**src/rtl/mem_dp_pkg.sv**
```systemverilog
// mem_dp_pkg: shared state type, latency limits and default sizes for mem_dp_param
package mem_dp_pkg;
  typedef enum logic {INIT, READY} state_t;
  localparam int RD_LAT_MIN = 1;
  localparam int RD_LAT_MAX = 2;
  localparam int DATA_W_DEF = 8;
  localparam int DEPTH_DEF  = 32;
endpackage

```
**src/rtl/mem_rd_pipe.sv**
```systemverilog
// mem_rd_pipe: RD_LAT-stage read data/valid delay line; data holds between valid pulses
module mem_rd_pipe #(
  parameter int DATA_W = 8,
  parameter int RD_LAT = 1
) (
  input  logic              clk,
  input  logic              rst_n,
  input  logic              i_valid,
  input  logic [DATA_W-1:0] i_data,
  output logic              o_valid,
  output logic [DATA_W-1:0] o_data
);
  logic [RD_LAT-1:0] r_vld;
  logic [DATA_W-1:0] r_dat [RD_LAT];
  always_ff @(posedge clk or negedge rst_n)
    if (!rst_n) begin
      r_vld <= '0;
      for (int k = 0; k < RD_LAT; k++) r_dat[k] <= '0;
    end else begin
      r_vld[0] <= i_valid;
      if (i_valid) r_dat[0] <= i_data;
      for (int k = 1; k < RD_LAT; k++) begin
        r_vld[k] <= r_vld[k-1];
        if (r_vld[k-1]) r_dat[k] <= r_dat[k-1];
      end
    end
  assign o_valid = r_vld[RD_LAT-1];
  assign o_data  = r_dat[RD_LAT-1];
endmodule

```
**src/rtl/mem_dp_param.sv**
```systemverilog
// mem_dp_param: dual-port RAM with init clear, collision/err flags and pipelined reads.
// Define MEM_WR_BYPASS_EN to forward same-cycle write data to a same-address read.
module mem_dp_param
  import mem_dp_pkg::*;
#(
  parameter int DATA_W = DATA_W_DEF,
  parameter int DEPTH  = DEPTH_DEF,
  parameter int RD_LAT = RD_LAT_MIN,
  localparam int ADDR_W = $clog2(DEPTH)
) (
  input  logic              clk,
  input  logic              rst_n,
  input  logic              p0_read,
  input  logic              p0_write,
  input  logic [ADDR_W-1:0] p0_addr,
  input  logic [DATA_W-1:0] p0_data_in,
  output logic [DATA_W-1:0] p0_data_out,
  output logic              p0_valid,
  input  logic              p1_read,
  input  logic              p1_write,
  input  logic [ADDR_W-1:0] p1_addr,
  input  logic [DATA_W-1:0] p1_data_in,
  output logic [DATA_W-1:0] p1_data_out,
  output logic              p1_valid,
  output logic              busy,
  output logic              collision,
  output logic              err
);
  state_t            r_state, w_state_nx;
  logic [ADDR_W-1:0] r_init_cnt;
  logic [DATA_W-1:0] r_mem [DEPTH];
  logic              r_collision, r_err;
  logic              w_ready, w_wr0, w_wr1, w_rd0, w_rd1, w_coll, w_bad;
  logic [DATA_W-1:0] w_rdata0, w_rdata1;
  assign w_ready = r_state == READY;
  assign w_wr0   = w_ready && p0_write && !p0_read;
  assign w_wr1   = w_ready && p1_write && !p1_read;
  assign w_rd0   = w_ready && p0_read && !p0_write;
  assign w_rd1   = w_ready && p1_read && !p1_write;
  assign w_coll  = w_wr0 && w_wr1 && p0_addr == p1_addr;
  assign w_bad   = w_ready && ((p0_read && p0_write) || (p1_read && p1_write));
  always_comb w_state_nx = (r_state == INIT && r_init_cnt == ADDR_W'(DEPTH - 1)) ? READY : r_state;
  always_ff @(posedge clk or negedge rst_n)
    if (!rst_n) begin
      r_state     <= INIT;
      r_init_cnt  <= '0;
      r_collision <= 1'b0;
      r_err       <= 1'b0;
    end else begin
      r_state     <= w_state_nx;
      if (r_state == INIT) r_init_cnt <= r_init_cnt + 1'b1;
      r_collision <= w_coll;
      r_err       <= r_err | w_bad;
    end
  // port 0 is written last so it wins a same-address collision
  always_ff @(posedge clk)
    if (r_state == INIT) r_mem[r_init_cnt] <= '0;
    else begin
      if (w_wr1) r_mem[p1_addr] <= p1_data_in;
      if (w_wr0) r_mem[p0_addr] <= p0_data_in;
    end
`ifdef MEM_WR_BYPASS_EN
  assign w_rdata0 = (w_wr1 && p1_addr == p0_addr) ? p1_data_in : r_mem[p0_addr];
  assign w_rdata1 = (w_wr0 && p0_addr == p1_addr) ? p0_data_in : r_mem[p1_addr];
`else
  assign w_rdata0 = r_mem[p0_addr];
  assign w_rdata1 = r_mem[p1_addr];
`endif
  mem_rd_pipe #(.DATA_W(DATA_W), .RD_LAT(RD_LAT)) u_pipe0 (
    .clk(clk), .rst_n(rst_n), .i_valid(w_rd0), .i_data(w_rdata0),
    .o_valid(p0_valid), .o_data(p0_data_out)
  );
  mem_rd_pipe #(.DATA_W(DATA_W), .RD_LAT(RD_LAT)) u_pipe1 (
    .clk(clk), .rst_n(rst_n), .i_valid(w_rd1), .i_data(w_rdata1),
    .o_valid(p1_valid), .o_data(p1_data_out)
  );
  assign busy      = r_state == INIT;
  assign collision = r_collision;
  assign err       = r_err;
endmodule

```
**config.mk**
```make
export PLATFORM = sky130hd
export DESIGN_NAME = mem_dp_param
export DESIGN_NICKNAME = d
export VERILOG_FILES = /design/src/rtl/mem_dp_pkg.sv /design/src/rtl/mem_rd_pipe.sv /design/src/rtl/mem_dp_param.sv
export SDC_FILE = /design/constraint.sdc
export NUM_CORES = 1
export LEC_CHECK = 0
export CAP_MARGIN = 10
export CORE_MARGIN = 5
export CORE_UTILIZATION = 40
export CTS_CLUSTER_DIAMETER = 50
export DETAILED_ROUTE_END_ITERATION = 8
export PLACE_DENSITY_LB_ADDON = 0.12
export SYNTH_ARGS = -nofsm -noshare
export SYNTH_HDL_FRONTEND = slang
export SYNTH_HIERARCHICAL = 1
export SYNTH_SLANG_ARGS = --single-unit
```
**constraint.sdc**
```tcl
create_clock -name clk -period 5.2 [get_ports clk]
set_input_delay 1.04 -clock clk [delete_from_list [all_inputs] [get_ports clk]]
set_output_delay 1.04 -clock clk [all_outputs]
set_load 0.03 [all_outputs]
```
# Word level (Yosys, flattened, before mapping)
# Memories as Yosys holds them, arrays and structs flattened. A register that Yosys moved wholly into a read port is not among the register bits.
# Cells that the tools add are included.
dict set report totals {
  ff_bits 10
  mem_bits_rw 256
  inputBits 32
  out_inout_bits 21
  wordCells 44
  n_memories 1
}
# memory words width read_ports rd_clocked_by_memory_dff write_ports line
set mem_list {}
lappend mem_list {r_mem 32 8 2 2 2 mem_dp_param.sv:31} ;# logic [DATA_W-1:0] r_mem [DEPTH];
dict set report op_classes {
  add_sub_neg 1
  n_eq_ne 2
  n_mux 10
  n_bitwise 2
  reduce_logical 22
}
# cell count
set op_table {}
lappend op_table {{$logic_and 1x1->1} 14}
lappend op_table {{$mux 1} 8}
lappend op_table {{$mux 8} 1}
lappend op_table {{$reduce_or 8->1} 1}
lappend op_table {{$logic_not 1->1} 6}
lappend op_table {{$add 5x1->5 const B} 1}
lappend op_table {{$eq 5x5->1} 1}
lappend op_table {{$eq 5x5->1 const B} 1}
lappend op_table {{$mux 5} 1}
lappend op_table {{$logic_or 1x1->1} 1}
lappend op_table {{$not 1->1} 1}
lappend op_table {{$or 1x1->1} 1}

# Logic depth before layout (Yosys ltp)
dict set report logic_depth {
  word_depth 7
  depth_mapped 7
  ltp_nobuf 4
}

# Modules after synthesis
# Netlist, hierarchy kept.
# module instances cells_each area_per_inst_um2 seq_area_each_um2
set modules_own_cells {}
lappend modules_own_cells {mem_dp_param 1 946 15899.0 7887.6}
lappend modules_own_cells {mem_rd_pipe 2 18 356.6 225.2}

# Worst setup path after synthesis
# Ideal clock, no wire load.
dict set report synth_path {
  path_type {input-to-reg}
  start {in p1_read}
  end {mem r_mem[10][0], enable pin}
  setup_ns 0.398
  t_arrival_ns 3.075
  required_time_ns 4.802
  slack_ns 1.727
  cell_stages 5
  n_path_buf 2
  cell_sequence {and3b_1 -> buf_2 -> mux2_2 -> clkbuf_1 -> o41ai_1}
}
# element line
set synth_rtl {}
lappend synth_rtl {{start: declaration} mem_dp_param.sv:19} ;# input logic p1_read,
lappend synth_rtl {{end: declaration} mem_dp_param.sv:31}

==> flow_summary.yaml <==
power_and_ir_drop:
  power.total_mw: 5.87
  vdd_ir_drop_max_mv: 0.171
  netSwitchingFraction_pct: 23.5
  p_int_mw: 4.49
  power.switching_mw: 1.38
  share_clk_of_total_power_pct: 47.7
  p_comb_share_pct: 9.7
  leakage_nw: 7.61
  power_density_nw_per_um2: 301
  seq_pwr_share_pct: 42.6
critical_path:
  r2r_setup_slack_ns: 1.92
  timing.critical_path.required_ns: 5.35
  critical_path.startpoint_type: "primary input"
  worst_path_max_delay_cell: "sky130_fd_sc_hd__o41ai_2"
  cp_data_arrival_time_ns: 3.83
  worst_setup_path_end_kind: "flip-flop"
  worst_path_largest_cell_delay_ns: 1.15
  crit_type: "primary input to flip-flop"
  crit_path_max_fanout: 16
  cp_cell_sequence: "clkdlybuf4s50_1, and3b_1, mux2_2, o41ai_2"
layout:
  instances_no_fill: 1602
  area_growth_pct: 17.5
  stdcell_area_sq_um: 19500
  layout_common_cells: "sky130_fd_sc_hd__mux2_2, sky130_fd_sc_hd__edfxtp_1, sky130_fd_sc_hd__mux4_2"
  finish.utilization_pct: 47.7
  antenna-diode-count: 0
  nFillCells: 3548
  layout.nets: 1075
  layout-drive-gt1-share_pct: 55.0
  final_common_cell: "sky130_fd_sc_hd__mux2_2"
placed_design:
  place.detailed.instances: 1531
  dp_hpwl_um: 35100
  place_area_sq_um: 18200
  io_buffers: 52
  place_congestion: 0.892
floorplanning:
  floorplan.rows: 74
  die_h_um: 214
  die_w_um: 214
  die_area_sq_um: 45700
  core_ar_sq_um: 40900
  ios: 53
  start_util_pct: 40.6
yosys:
  synth_enable_flop_cells: 256
  post_synth_instance_area_sq_um: 16600
  post_synth_num_cell_types: 38
  synth.avg_cell_area_sq_um: 16.9
  top_area_cell_type_share_of_the_netlist_area_pct: 46.3
  ys_top_cells_by_area: "sky130_fd_sc_hd__edfxtp_1, sky130_fd_sc_hd__mux2_2, sky130_fd_sc_hd__mux4_2, sky130_fd_sc_hd__dfrtp_1, sky130_fd_sc_hd__mux4_1"
  synthArstFlopShare_pct: 9.22
  post_synthesis_net_count: 1016
  synthCells: 982
  ff_latch_count_synth: 282
  dominantRegCellSynth: "sky130_fd_sc_hd__edfxtp_1"
  ys_seq_area_share_pct: 50.2
  yosys_warnings: 6
  top_cell_type_by_total_area_after_synthesis: "sky130_fd_sc_hd__edfxtp_1"
min_path:
  worst_hold_path_type: "flip-flop to flip-flop"
route:
  postRouteAntennaNets: 0
  remaining_drc_errors: 0
  drtPass1Iterations: 5
  post_drt_wl_per_cell_um: 33.3
  detail_route.iter0.violations: 1049
  wl_um: 53300
  vias_per_cell: 6.41
  via_count: 10300
global_route:
  grt_pass1_wl_um: 77600
  largest_net_degree_at_the_start_of_global_routing: 50
  grt_antenna_before_repair: 2
  globalRoute.totalOverflow: 0
  grt_util_all_layers_pct: 23.7
  grt_pass1_vias: 10400
sta:
  timing.final.setup_violations: 0
  final_hold_violation_count: 0
  finalMaxSlewViolations: 0
  fmax_mhz: 272
  min_period_over_period_pct: 70.6
  tightest_slew_ns: 1.21
  timing.max_slew.rel_slack_pct: 18.1
  finalCriticalPeriod_ns: 3.67
  unrepaired_setup_endpoints_after_global_routing: "false"
  totalNegativeSetupSlack_ns: 0
  skew_ns: 0.0147
clock_network:
  num_cts_buffers: 39
  clk_pin_slew_ns: 0.06
  post_cts.resized_instances: 0
  postCtsSetupBuffers: 0
  clock-root-buffer: "sky130_fd_sc_hd__clkbuf_16"
  clkSinkCount: 282
  cts_tree: "done"
  clockBufferDepth: 3
  cts_hold_bufs: 0
  clock_latency_at_the_later_pin_of_the_worst_skew_pair_ns: 0.55
  cts_h_tree_lvls: 2
job:
  drv.max_cap_violation_count: 0
outcome:
  result_of_the_run: "completed"
power by group through the flow:
stage	registers, mW	clock network, mW	logic, mW
after detailed placement	2.54	0	0.571
after global routing	2.50	2.93	0.604
after global placement	2.54	0	0.568
final	2.50	2.80	0.572
after floorplan	2.57	0	0.324
after CTS	2.50	2.85	0.572
cell usage after synthesis, types with 6 or more instances:
library cell / number
sky130_fd_sc_hd__a22oi_1: 33
sky130_fd_sc_hd__and2_1: 8
sky130_fd_sc_hd__buf_1: 6
sky130_fd_sc_hd__buf_2: 14
sky130_fd_sc_hd__clkbuf_1: 82
sky130_fd_sc_hd__dfrtp_1: 26
sky130_fd_sc_hd__edfxtp_1: 256
sky130_fd_sc_hd__mux2_2: 269
sky130_fd_sc_hd__mux2_4: 16
sky130_fd_sc_hd__mux4_1: 17
sky130_fd_sc_hd__mux4_2: 125
sky130_fd_sc_hd__nand3_1: 16
sky130_fd_sc_hd__nand3b_1: 16
sky130_fd_sc_hd__nand4_1: 9
sky130_fd_sc_hd__nor3b_1: 6
sky130_fd_sc_hd__o41ai_1: 32
sky130_fd_sc_hd__xnor2_1: 7
worst paths after layout:
path,startpoint,endpoint,cells past startpoint
max,p1_write,r_mem[12][4],4
min,err,err,1
max reg2reg,r_state,r_mem[12][4],3
min reg2reg,err,err,1
max in group asynchronous,rst_n,r_state,2
min in group asynchronous,rst_n,u_pipe1/o_data[0],1
area by class of cell:
type | count | area (sq um) | area share [%]
well taps | 532 | 666 | 3.41
multi-input cells | 584 | 8020 | 41.1
clock buffers | 50 | 1060 | 5.43
flip-flops and latches | 282 | 8340 | 42.7
clock inverters | 20 | 277 | 1.42
repair buffers | 131 | 1150 | 5.89
inverters | 3 | 11.3 | 0.0577
registers in the layout, indices dropped and copies added, names as in the netlist:
signal and flops:
u_pipe0/o_valid 1, err 1, r_mem 256, u_pipe1/o_data 8, r_init_cnt 5, collision 1
u_pipe0/o_data 8, r_state 1, u_pipe1/o_valid 1
stage by stage:
step / setup slack [ns] / hold slack, ns
6_report: 1.53 / 0.474
5_1_grt: 1.47 / 0.523
3_5_place_dp: 1.03 / 0.463
4_1_cts: 1.60 / 0.476
3_3_place_gp: 1.07 / 0.470
2_1_floorplan: 1.73 / 0.475
per-layer routing:
| metal | part of all wire [%] | wire length (um) | track usage (%) | vias to the layer above |
|---|---|---|---|---|
| li1 | - | - | - | 4283 |
| met1 | 44 | 23200 | 33.8 | 5510 |
| met2 | 46 | 24700 | 36.6 | 391 |
| met3 | 6.5 | 3480 | 4.75 | 81 |
| met4 | 3.4 | 1800 | 8.05 | 2 |
| met5 | 0.024 | 13 | 0 | - |
cell families (layout without fill, tap and decap cells):
kind of cell    Yosys count  count (layout)  share of synthesized area (%)
fa+ha+maj                 2               2                          0.151
simple gates             72              72                           2.82
buf+inv                 116             204                           3.22
compound gates           70              70                           3.39
flops                   282             282                           50.2
mux                     432             432                           39.8
xor+xnor                  8               8                          0.422
worst max-delay path: cells and delay by family:
kind,cells,cell delay (ns)
AO/OA/AOI/OAI,1,1.15
buffers and inverters,1,0.52
multiplexers,1,0.62
AND/OR/NAND/NOR,1,0.48
(Power assumes the default switching activity.)
